<file path="config.mk">
export PLATFORM = sky130hd
export DESIGN_NAME = ps2_kbd_emu
export DESIGN_NICKNAME = d
export VERILOG_FILES = /design/src/rtl/ps2_kbd_emu.sv
export SDC_FILE = /design/constraint.sdc
export NUM_CORES = 1
export LEC_CHECK = 0
export ABC_AREA = 1
export CORE_MARGIN = 3
export CORE_UTILIZATION = 55
export CTS_BUF_LIST = sky130_fd_sc_hd__clkbuf_8
export DETAILED_ROUTE_END_ITERATION = 6
export GPL_ROUTABILITY_DRIVEN = 0
export GPL_TIMING_DRIVEN = 0
export PLACE_DENSITY = 0.83
export SYNTH_ARGS = -nofsm -noshare
export SYNTH_HDL_FRONTEND = slang
export SYNTH_SLANG_ARGS = --single-unit
</file>
<file path="constraint.sdc">
create_clock -name clk_i -period 2.1 [get_ports clk_i]
set_clock_uncertainty 0.1 [all_clocks]
set_input_delay 0.525 -clock clk_i [delete_from_list [all_inputs] [get_ports clk_i]]
set_output_delay 0.525 -clock clk_i [all_outputs]
set_load 0.01 [all_outputs]
</file>
<file path="src/rtl/ps2_kbd_emu.sv">
// PS/2 keyboard device-side transmitter: serialises one Set-2 key event as [E0][F0]code frames.
// Define PS2_KBD_EMU_PARERR_EN to add par_err_i, which corrupts the code byte's parity bit.
module ps2_kbd_emu #(
  parameter int unsigned HALF_DIV   = 4,
  parameter int unsigned GAP_CYCLES = 10
) (
  input  logic       clk_i,
  input  logic       res_n_i,
  input  logic       key_valid_i,
  output logic       key_ready_o,
  input  logic [7:0] key_code_i,
  input  logic       key_ext_i,
  input  logic       key_release_i,
  input  logic       host_inhibit_i,
`ifdef PS2_KBD_EMU_PARERR_EN
  input  logic       par_err_i,
`endif
  output logic       ps2_clk_o,
  output logic       ps2_data_o,
  output logic       busy_o,
  output logic [7:0] abort_cnt_o
);

  localparam int unsigned SLOT_LEN  = 2 * HALF_DIV;
  localparam int unsigned CNT_W     = $clog2(SLOT_LEN);
  localparam int unsigned GAP_W     = (GAP_CYCLES > 1) ? $clog2(GAP_CYCLES) : 1;
  localparam int unsigned SLOT_W    = 4;
  localparam int unsigned STOP_SLOT = 10;

  typedef enum logic [1:0] {
    ST_IDLE,
    ST_WAIT_INH,
    ST_SHIFT,
    ST_GAP
  } state_e;

  state_e              state_q, state_d;
  logic [7:0]          code_q, code_d;
  logic                ext_q, ext_d;
  logic                rel_q, rel_d;
  logic                perr_q, perr_d;
  logic [1:0]          byte_idx_q, byte_idx_d;
  logic [SLOT_W-1:0]   slot_q, slot_d;
  logic [CNT_W-1:0]    cnt_q, cnt_d;
  logic [GAP_W-1:0]    gap_q, gap_d;
  logic                clk_q, clk_d;
  logic                data_q, data_d;
  logic [7:0]          abort_q, abort_d;

  logic [1:0]          nbytes_c;
  logic [7:0]          cur_byte_c;
  logic                inv_par_c;
  logic                accept_c;

  // Byte at position idx of the sequence [E0 if ext][F0 if release][code].
  function automatic logic [7:0] seq_byte(input logic [1:0] idx, input logic ext,
                                          input logic rel, input logic [7:0] code);
    logic [7:0] r;
    r = code;
    if (idx == 2'd0 && ext) begin
      r = 8'hE0;
    end else if (rel && ((idx == 2'd0 && !ext) || (idx == 2'd1 && ext))) begin
      r = 8'hF0;
    end
    return r;
  endfunction

  // Line level for a given slot: start, d0..d7, odd parity (optionally inverted), stop.
  function automatic logic frame_bit(input logic [7:0] b, input logic inv,
                                     input logic [SLOT_W-1:0] slot);
    logic [10:0] frame;
    frame = {1'b1, ~(^b) ^ inv, b, 1'b0};
    return frame[slot];
  endfunction

  assign nbytes_c    = 2'd1 + 2'(ext_q) + 2'(rel_q);
  assign cur_byte_c  = seq_byte(byte_idx_q, ext_q, rel_q, code_q);
  assign inv_par_c   = perr_q && (byte_idx_q == nbytes_c - 2'd1);
  assign key_ready_o = (state_q == ST_IDLE) && !host_inhibit_i;
  assign accept_c    = key_valid_i && key_ready_o;
  assign busy_o      = (state_q != ST_IDLE);
  assign ps2_clk_o   = clk_q;
  assign ps2_data_o  = data_q;
  assign abort_cnt_o = abort_q;

  always_comb begin
    state_d    = state_q;
    code_d     = code_q;
    ext_d      = ext_q;
    rel_d      = rel_q;
    perr_d     = perr_q;
    byte_idx_d = byte_idx_q;
    slot_d     = slot_q;
    cnt_d      = cnt_q;
    gap_d      = gap_q;
    clk_d      = clk_q;
    data_d     = data_q;
    abort_d    = abort_q;

    unique case (state_q)
      ST_IDLE: begin
        clk_d  = 1'b1;
        data_d = 1'b1;
        if (accept_c) begin
          code_d     = key_code_i;
          ext_d      = key_ext_i;
          rel_d      = key_release_i;
`ifdef PS2_KBD_EMU_PARERR_EN
          perr_d     = par_err_i;
`else
          perr_d     = 1'b0;
`endif
          byte_idx_d = 2'd0;
          state_d    = ST_WAIT_INH;
        end
      end

      ST_WAIT_INH: begin
        if (!host_inhibit_i) begin
          state_d = ST_SHIFT;
          slot_d  = '0;
          cnt_d   = '0;
          clk_d   = 1'b1;
          data_d  = 1'b0;
        end
      end

      ST_SHIFT: begin
        if (host_inhibit_i && slot_q != SLOT_W'(STOP_SLOT)) begin
          // Host grabbed the bus mid-frame: release lines, restart whole sequence later.
          clk_d      = 1'b1;
          data_d     = 1'b1;
          abort_d    = (abort_q == 8'hFF) ? abort_q : abort_q + 8'd1;
          byte_idx_d = 2'd0;
          gap_d      = '0;
          state_d    = ST_GAP;
        end else if (cnt_q == CNT_W'(SLOT_LEN - 1)) begin
          cnt_d = '0;
          clk_d = 1'b1;
          if (slot_q == SLOT_W'(STOP_SLOT)) begin
            data_d     = 1'b1;
            byte_idx_d = byte_idx_q + 2'd1;
            gap_d      = '0;
            state_d    = ST_GAP;
          end else begin
            slot_d = slot_q + SLOT_W'(1);
            data_d = frame_bit(cur_byte_c, inv_par_c, slot_q + SLOT_W'(1));
          end
        end else begin
          cnt_d = cnt_q + CNT_W'(1);
          if (cnt_q == CNT_W'(HALF_DIV - 1)) begin
            clk_d = 1'b0;
          end
        end
      end

      ST_GAP: begin
        clk_d  = 1'b1;
        data_d = 1'b1;
        if (host_inhibit_i) begin
          gap_d = '0;
        end else if (gap_q == GAP_W'(GAP_CYCLES - 1)) begin
          if (byte_idx_q < nbytes_c) begin
            state_d = ST_SHIFT;
            slot_d  = '0;
            cnt_d   = '0;
            data_d  = 1'b0;
          end else begin
            state_d = ST_IDLE;
          end
        end else begin
          gap_d = gap_q + GAP_W'(1);
        end
      end

      default: state_d = ST_IDLE;
    endcase
  end

  always_ff @(posedge clk_i or negedge res_n_i) begin
    if (!res_n_i) begin
      state_q    <= ST_IDLE;
      code_q     <= '0;
      ext_q      <= 1'b0;
      rel_q      <= 1'b0;
      perr_q     <= 1'b0;
      byte_idx_q <= '0;
      slot_q     <= '0;
      cnt_q      <= '0;
      gap_q      <= '0;
      clk_q      <= 1'b1;
      data_q     <= 1'b1;
      abort_q    <= '0;
    end else begin
      state_q    <= state_d;
      code_q     <= code_d;
      ext_q      <= ext_d;
      rel_q      <= rel_d;
      perr_q     <= perr_d;
      byte_idx_q <= byte_idx_d;
      slot_q     <= slot_d;
      cnt_q      <= cnt_d;
      gap_q      <= gap_d;
      clk_q      <= clk_d;
      data_q     <= data_d;
      abort_q    <= abort_d;
    end
  end

endmodule

</file>
==> metrics.md <==
| Metric | Value |
|---|---|
| DP Area | 0.00243 mm² |
| Critical path peak fanout | 6 |
| Pwr dens | 1630 mW/mm² |
| Leak | between 1 and 1.5 nW |
| Reg2reg start | byte_idx_q[0] |
| Critical path class | reg -> reg |
| Sequential area share after synthesis | 41.3% |
| Die area | approximately 0.0046 mm² |
| Worst r2r path cells | 17 |
| Iter 0 DRT Violations | 381 |
| Clk buf depth | 2 |
| Vias | 2,163 |
| Layout Nets | 344 |
| Number of global-route vias before repair | 1,925 |
| Hold_ws | 0.204 ns |
| Port Buffers | 25 |
| Final setup margin | -0.129 ns |
| Detailed-route DRC error count | 0 |
| Vert. Die Dim | 68.2 µm |
| Hold Path Class | in -> async |
| Arr. time, crit path | 2.37 ns |
| Finished Cell Area | slightly below 0.003 mm² |
| First-pass DRT Iterations | 5 |
| Max-cap violations | 0 |
| CTS Buf Count | 5 |
| Fin crit share | 106% |
| Synthesized cell area | 0.00212 mm² |
| Worst Path Required | 2.24 ns |
| CTS tree | yes |
| Most frequent cells in the layout | nand2_1, dfrtp_1, inv_1, nor2_1, clkdlybuf4s50_1 |
| Final setup viols | 2 |
| Antenna viol nets, final | 0 |
| Post-Route Setup TNS | -0.158 ns |
| Cells after Synth | 264 |
| Multi-input gate area | 0.00128 mm² |
| Starting Density | 60.3% |
| Worst Tran Pin Value | 0.802 ns |
| Max-slew headroom | 46.6% |
| Failing checks | negative setup slack |
| CTS Root Cell | clkbuf_8 |
| Syn Nets | 290 |
| Outcome | finished with violations |
| Via density | 5.93 |
| CP Launch Type | flop |
| Count of different cell masters after synthesis | 33 |
| Final wirelength | ~6.7 mm |
| Largest net degree at the start of global routing | 36 |
| Final min period | 2.23 ns |
| Worst-path clk slew | 0.08 ns |
| Max Fclk | 449 MHz |
| FILL cells | just under 200 |
| Ant. Diodes | 0 |
| WL per Instance | 18.3 µm |
| Core Rows | 21 |
| Die Span X | 68.2 µm |
| Synth Area per Inst | 8.05 µm² |
| Worst setup EP type | flop |
| Peak VDD IR | 819 µV |
| Hold Buf Count CTS | 0 |
| GRT overflow | 0 |
| Final HPWL DP | between 3 and 4 mm |
| Area grow syn2layout | 39.3% |
| Clock sinks | 35 |
| Total power | just under 5 mW |
| Crit path launch | byte_idx_q[0] |
| Synthesized flop and latch total | 35 |
| Number of hold violations in the final report | 0 |
| First-pass GRT wire length | ~8.4 mm |
| H-tree depth | 2 |
| Yosys warnings | 0 |
| RSZ-0062 raised after global routing | yes |
| Max Slew Vio Count | 0 |
| Tot GR Track Use | 24.8% |
| Core area | around 0.0035 mm² |
| I/O pin cnt | 26 |
| Antenna violations before repair | 0 |
| Ratio of cells with drive above 1 in the final layout | 34.5% |
| FF/Latch Area | 882 µm² |
| Clk_lat worst skew | around 0.3 ns |
==> logic make-up after synthesis <==
kind of cell,synth area share [%]
AO/OA/AOI/OAI,11.0
XOR/XNOR,4.12
adder cells (fa/ha/maj),7.07
buffers and inverters,8.13
flip-flops,41.3
multiplexers,2.06
AND/OR/NAND/NOR,26.3
==> per-stage QoR <==
stage          cells  setup WS, ns  util (%)
3_5_place_dp     335        -0.269      68.9
5_1_grt          365        -0.168      84.0
4_1_cts          351      -0.00281      75.2
2_1_floorplan    264         0.220         -
6_report         365        -0.129      84.0
3_3_place_gp     335        -0.369      69.1
==> area by class of cell <==
cell class	instances	share of cell area [%]
inverter	42	5.41
multi-input combinational	186	43.3
buffer	2	0.634
clock inverter	3	2.28
sequential	35	29.8
timing repair buffer	46	14.3
clock buffer	5	2.33
tap	46	1.95
==> worst max-delay path, cell delays in order (launching register included) <==
cell	delay (ns)
dfrtp_1	0.41
inv_2	0.09
ha_4	0.18
nand2_4	0.12
inv_4	0.09
nor2_2	0.16
nand3_1	0.14
nand2_2	0.12
nand2_1	0.08
inv_1	0.06
nor2_1	0.03
nand2_1	0.06
nand3_1	0.06
nand2_1	0.08
nand2_1	0.06
nand2_1	0.11
nand2_2	0.07
a21oi_2	0.15
==> per-layer routing <==
| metal | global-route usage, % | part of all wire (%) | vias up |
|---|---|---|---|
| met3 | 5.58 | 7.4 | 39 |
| met2 | 42.7 | 49 | 131 |
| met5 | 0 | 0 | - |
| met4 | 9.43 | 4.7 | 0 |
| met1 | 29.9 | 38 | 1022 |
| li1 | - | - | 971 |
==> cell usage after synthesis, drive strengths merged <==
library cell | count | area [µm²]
nand4 | 4 | 25.0
dfrtp | 33 | 826
nand3 | 28 | 168
a31oi | 2 | 12.5
or2 | 1 | 6.26
a21oi | 17 | 88.8
mux2 | 3 | 33.8
clkbuf | 1 | 3.75
inv | 42 | 158
ha | 12 | 150
nand2 | 45 | 179
buf | 1 | 11.3
xor2 | 6 | 52.6
o22ai | 3 | 18.8
a22o | 1 | 8.76
nor3 | 3 | 20.0
mux2i | 1 | 10.0
o41ai | 1 | 8.76
o31ai | 1 | 7.51
nor2 | 36 | 160
o21ai | 17 | 88.8
dfstp | 2 | 52.6
xnor2 | 4 | 35.0
==> worst paths after layout <==
kind                                   to  slack (ns)
hold reg to reg                 ps2_clk_o        0.41
max in group asynchronous       slot_q[0]        1.13
min in group clk_i              ps2_clk_o        0.41
setup / recovery               ps2_data_o       -0.13
hold / removal             abort_cnt_o[6]        0.20
setup reg to reg               ps2_data_o       -0.13
==> state kept, by name, summed over array words and instances, names as in the netlist, 2 cells and up <==
signal and cells:
abort_cnt_o 8, code_q 8, gap_q 4, slot_q 4, cnt_q 3, byte_idx_q 2
state_q 2
==> report_power, final <==
group          switching, mW  internal, mW
Clock                  0.278         0.474
Combinational           1.73          1.21
Sequential             0.214         0.907
==> what timing repair did <==
action,in CTS,in global routing
gates resized for setup,13,52
setup buffers,8,12
cloned,0,2
endpoints found under the setup margin,8,16
pin swaps,2,22
Power figures use the tool's default switching activity.
